===== config.mk =====
export PLATFORM = sky130hd
export DESIGN_NAME = c8_seq_ctrl
export DESIGN_NICKNAME = d
export VERILOG_FILES = /design/src/rtl/c8_ctrl_pkg.sv /design/src/rtl/c8_cnt_dp.sv /design/src/rtl/c8_seq_ctrl.sv
export SDC_FILE = /design/constraint.sdc
export NUM_CORES = 1
export LEC_CHECK = 0
export CAP_MARGIN = 20
export CORE_MARGIN = 1
export CORE_UTILIZATION = 48
export DETAILED_ROUTE_END_ITERATION = 8
export PLACE_DENSITY = 0.84
export SETUP_SLACK_MARGIN = 0.4
export SLEW_MARGIN = 15
export SYNTH_ARGS = -nofsm -noshare
export SYNTH_HDL_FRONTEND = slang
export SYNTH_SLANG_ARGS = --single-unit

===== constraint.sdc =====
create_clock -name clk_pad -period 2 [get_ports clk_pad]
set_input_delay 0.6 -clock clk_pad [delete_from_list [all_inputs] [get_ports clk_pad]]
set_output_delay 0.6 -clock clk_pad [all_outputs]
set_load 0.01 [all_outputs]

===== src/rtl/c8_ctrl_pkg.sv =====
// Shared types and default widths for the c8 sequence controller.
// Holds the command opcodes, the controller states and the datapath action encoding.
package c8_ctrl_pkg;

  localparam int C8_WIDTH  = 8;
  localparam int C8_STEP_W = 8;

  typedef enum logic [1:0] {
    OP_LOAD_A = 2'b00,
    OP_LOAD_B = 2'b01,
    OP_COUNT  = 2'b10,
    OP_CLEAR  = 2'b11
  } op_e;

  typedef enum logic [1:0] {
    ST_IDLE  = 2'b00,
    ST_COUNT = 2'b01,
    ST_DONE  = 2'b10
  } state_e;

  // One action per cycle is applied to the counter register.
  typedef enum logic [2:0] {
    DP_HOLD   = 3'd0,
    DP_LOAD_A = 3'd1,
    DP_LOAD_B = 3'd2,
    DP_CLEAR  = 3'd3,
    DP_INC    = 3'd4
  } dp_op_e;

endpackage


===== src/rtl/c8_cnt_dp.sv =====
// Counter datapath: source mux, incrementer, counter register and registered wrap pulse.
// Result visible one cycle after the action; no backpressure, an action is applied every cycle.
module c8_cnt_dp
  import c8_ctrl_pkg::*;
#(
  parameter int WIDTH = C8_WIDTH
) (
  input  logic             clk_i,
  input  logic             rst_n_i,
  input  dp_op_e           op_i,
  input  logic [WIDTH-1:0] a_dat_i,
  input  logic [WIDTH-1:0] b_dat_i,
  output logic [WIDTH-1:0] cnt_o,
  output logic             wrap_o
);

  logic [WIDTH-1:0] cnt_q, cnt_d;
  logic             wrap_q, wrap_d;

  always_comb begin
    cnt_d  = cnt_q;
    wrap_d = 1'b0;
    case (op_i)
      DP_LOAD_A: cnt_d = a_dat_i;
      DP_LOAD_B: cnt_d = b_dat_i;
      DP_CLEAR:  cnt_d = '0;
      DP_INC: begin
        cnt_d  = cnt_q + 1'b1;
        // Only an increment out of all-ones wraps; loads landing on zero do not.
        wrap_d = &cnt_q;
      end
      default: ;
    endcase
  end

  always_ff @(posedge clk_i or negedge rst_n_i) begin
    if (!rst_n_i) begin
      cnt_q  <= '0;
      wrap_q <= 1'b0;
    end else begin
      cnt_q  <= cnt_d;
      wrap_q <= wrap_d;
    end
  end

  assign cnt_o  = cnt_q;
  assign wrap_o = wrap_q;

endmodule


===== src/rtl/c8_seq_ctrl.sv =====
// Command sequencer: LOAD_A/LOAD_B/CLEAR/COUNT driving a wrapping counter, one-cycle DONE pulse.
// Loads finish 1 cycle after accept, COUNT N after N+1 (+halt cycles); commands wait while not IDLE.
module c8_seq_ctrl
  import c8_ctrl_pkg::*;
#(
  parameter int WIDTH  = C8_WIDTH,
  parameter int STEP_W = C8_STEP_W
) (
  input  logic              clk_pad,
  input  logic              rst_n_pad,
  input  logic              cmd_valid_pad,
  output logic              cmd_ready_pad,
  input  logic [1:0]        cmd_op_pad,
  input  logic [STEP_W-1:0] cmd_arg_pad,
  input  logic [WIDTH-1:0]  a_data_pad,
  input  logic [WIDTH-1:0]  b_data_pad,
  input  logic              halt_pad,
  output logic [WIDTH-1:0]  cnt_pad,
  output logic              busy_pad,
  output logic              done_pad,
  output logic              wrap_pad
);

  state_e            state_q, state_d;
  logic [STEP_W-1:0] rem_q, rem_d;
  dp_op_e            dp_op;
  op_e               op;
  logic              accept;

  assign op = op_e'(cmd_op_pad);

  // Reset gates ready so nothing is accepted while the block is held in reset.
  assign cmd_ready_pad = (state_q == ST_IDLE) & rst_n_pad;
  assign accept        = cmd_valid_pad & cmd_ready_pad;

  always_comb begin
    state_d = state_q;
    rem_d   = rem_q;
    dp_op   = DP_HOLD;
    case (state_q)
      ST_IDLE: begin
        if (accept) begin
          state_d = ST_DONE;
          case (op)
            OP_LOAD_A: dp_op = DP_LOAD_A;
            OP_LOAD_B: dp_op = DP_LOAD_B;
            OP_CLEAR:  dp_op = DP_CLEAR;
            OP_COUNT: begin
              if (cmd_arg_pad != '0) begin
                rem_d   = cmd_arg_pad;
                state_d = ST_COUNT;
              end
            end
            default: ;
          endcase
        end
      end
      ST_COUNT: begin
        if (!halt_pad) begin
          dp_op = DP_INC;
          rem_d = rem_q - 1'b1;
          if (rem_q == STEP_W'(1)) state_d = ST_DONE;
        end
      end
      ST_DONE: state_d = ST_IDLE;
      default: state_d = ST_IDLE;
    endcase
  end

  always_ff @(posedge clk_pad or negedge rst_n_pad) begin
    if (!rst_n_pad) begin
      state_q <= ST_IDLE;
      rem_q   <= '0;
    end else begin
      state_q <= state_d;
      rem_q   <= rem_d;
    end
  end

  c8_cnt_dp #(
    .WIDTH (WIDTH)
  ) u_dp (
    .clk_i   (clk_pad),
    .rst_n_i (rst_n_pad),
    .op_i    (dp_op),
    .a_dat_i (a_data_pad),
    .b_dat_i (b_data_pad),
    .cnt_o   (cnt_pad),
    .wrap_o  (wrap_pad)
  );

  assign busy_pad = (state_q != ST_IDLE);
  assign done_pad = (state_q == ST_DONE);

endmodule


==> flow_summary.yaml <==
logic_synthesis:
  yosysTopAreaCell: "dfrtp_1"
  ys_warn_count: 0
  synth.yosys.seq_area_share: 0.323
  ys_seq_elements: 19
  synth_top_cells_by_area: "dfrtp_1 32%, ha_1 5.1%, o2bb2ai_1 3.6%"
  synth_cell_types: 53
  yosysMostFrequentCell: "dfrtp_1"
  synth_top_cell_area_share: 0.323
  synth_edf_count: 0
  syn_area_sq_um: 1470
  synth_flop_cell: "dfrtp_1"
  synth_common_cells: "19 x dfrtp_1, 11 x nor2_1, 10 x o21ai_0, 9 x inv_1"
  syn_avg_cell_area_sq_um: 9.09
  synthArstFlopShare: 1.00
  syn_inst: 162
  synth_fp_nets: 198
critical_path:
  crit_path_end_kind: "flop"
  required_ps: 2230
  rrSetupSlack_ps: 60
  worst_setup_path_start_kind: "flop"
  crit_type: "flop to flop"
  crit_fanout: 7
  arrival_ps: 2170
  worstRegToRegCells: 8
  reg2reg_from: "state_q[1]$_DFFE_PN0P_"
  rr_endpoint: "u_dp.cnt_o[5]$_DFFE_PN0P_"
clock_network:
  cts_buffers: 3
  worst_setup_hold_path_clk_slew_ps: 140
  clk_path_buf_depth: 2
  ctsRootBufferMaster: "clkbuf_4"
  cts_tree: "done"
  insertion_delay_ps: 340
  cts_sinks: 19
  cts_max_level: 1
timing:
  drv_slew: 0
  finalHoldWorstSlack_ps: 229
  worst_slew_pin_slew_ps: 452
  fmax_mhz: 515
  rsz0062_at_grt: "yes"
  fin_crit_sh: 0.970
  period_needed_ps: 1940
  fin_skew_ps: 17.8
  fin_setup_tns_ps: 0
  timing_hold_violations_final: 0
  slew_headroom: 0.696
  setup_viol: 0
routing:
  first_pass_iters: 7
  antenna_left: 0
  drc: 4
  wl_per_cell_um: 28.3
  via_count: 2156
  drt-initial-drc-count: 308
  via_per_inst: 7.56
  wl_mm: 8.06
global_routing:
  overflow: 0
  grt_pass1_wl_mm: 10.1
  grt_max_degree: 16
  antenna_found_initial: 1
  grt_pass1_vias: 2020
  track_usage: 0.407
layout:
  multi_input_area_sq_um: 1260
  fillers: 88
  fin_cells: 285
  nets: 291
  seq_area_sq_um: 478
  antenna_cells: 0
  post-route-util: 0.940
  synthToLayoutAreaGrowth_pct: 80.6
  drive_gt1_frac: 0.488
pwr:
  power_density_nw_per_um2: 1040
  ir_drop_mv: 0.933
  power.leakage_nw: 1.13
run:
  cap_violations: 0
outcome:
  status: "complete, but fails checks"
  failed_checks: "DRC"
place:
  place.gp.congestion: 0.859
  dp_cells: 253
  post-dp-hpwl_mm: 3.27
  io_buffers: 41
floorplanning:
  start_util: 0.521
  io_pins: 42
  dieWidth_um: 57.4
  die_area_sq_um: 3290
  die_h_um: 57.4
  core_area_sq_um: 2830
  rows: 19
hold_path:
  min_path_type: "primary input to async pin"
## report_power, final
| group | internal, mW | leakage, nW | total, mW | switching (mW) |
|---|---|---|---|---|
| Clock | 0.0753 | 0.0177 | 0.224 | 0.149 |
| Combinational | 0.838 | 0.874 | 1.75 | 0.913 |
| Sequential | 0.551 | 0.233 | 0.794 | 0.243 |
| Total | 1.46 | 1.13 | 2.77 | 1.30 |
## logic make-up (layout without fill, tap and decap cells)
kind of cell	count (synthesis)	count (layout)	share of synthesized area
DFF	19	19	0.323
adders and majority gates	6	6	0.0510
buffers and inverters	16	106	0.0552
muxes	4	4	0.0272
AOI/OAI and AO/OA	55	55	0.288
and+or+nand+nor	62	64	0.256
## layout by cell type, fill, tap and decap left out, types with 3 or more instances in the layout
cell type / n
a21oi_1: 6
and3_1: 4
buf_2: 8
buf_4: 38
buf_6: 12
buf_8: 3
clkbuf_2: 5
clkbuf_4: 3
clkdlybuf4s15_1: 7
clkdlybuf4s50_1: 16
dfrtp_1: 17
ha_1: 3
inv_1: 8
mux2i_1: 3
nand2_1: 6
nand3_1: 6
nand4_1: 6
nor2_1: 9
nor3_1: 4
nor3_4: 4
o211ai_1: 3
o21ai_1: 5
o2bb2ai_1: 6
o31ai_4: 5
or2_4: 3
## final cells by class
| type | instances | share of cell area |
|---|---|---|
| clock buffers | 3 | 0.00847 |
| clock inverters | 1 | 0.00188 |
| inverters | 9 | 0.0127 |
| multi-input cells | 129 | 0.474 |
| flip-flops and latches | 19 | 0.180 |
| well taps | 31 | 0.0146 |
| repair buffers | 93 | 0.309 |
## worst max-delay path, cell delays in order (launching register included)
cell	delay, ps
dfrtp_1	420
buf_6	150
buf_6	130
nor3b_4	310
buf_6	170
buf_12	120
buf_4	180
nor2_4	80
o2bb2ai_1	290
## worst max path at each step
| stage | startpoint | end | depth (start not counted) |
|---|---|---|---|
| 2_1_floorplan | cmd_arg_pad[3] | rem_q[1]$_DFFE_PN0P_ | 5 |
| 3_3_place_gp | rst_n_pad | cmd_ready_pad | 4 |
| 6_report | state_q[1]$_DFFE_PN0P_ | u_dp.cnt_o[5]$_DFFE_PN0P_ | 8 |
| 3_5_place_dp | rst_n_pad | u_dp.cnt_o[2]$_DFFE_PN0P_ | 7 |
| 4_1_cts | state_q[0]$_DFFE_PN0P_ | cmd_ready_pad | 3 |
| 5_1_grt | state_q[0]$_DFFE_PN0P_ | u_dp.cnt_o[5]$_DFFE_PN0P_ | 8 |
## registers in the layout (all words and copies together), names as in the netlist
signal and count:
state_q 2, u_dp.wrap_o 1, u_dp.cnt_o 8, rem_q 8
## per-layer routing
metal / vias up / routed length, um / GRT usage
li1: 819 / - / -
met1: 992 / 2690 / 0.458
met2: 254 / 3630 / 0.689
met3: 91 / 964 / 0.0703
met4: 0 / 772 / 0.300
met5: - / 0 / 0
## what timing repair did
action	CTS	global route
pin swaps	23	14
hold buffers	0	0
buffers inserted	19	7
gates resized for setup	108	40
setup endpoints to repair	31	30
gates cloned	2	0
## through the flow
stage	worst slack (ps)	cell area [sq um]	power (mW)
floorplan	79.9	1560	1.35
global placement	-433	2150	1.80
detailed placement	-484	2150	1.85
CTS	215	2500	2.29
global route	15.1	2660	2.82
finish	59.5	2660	2.77
Power figures use the tool's default switching activity.
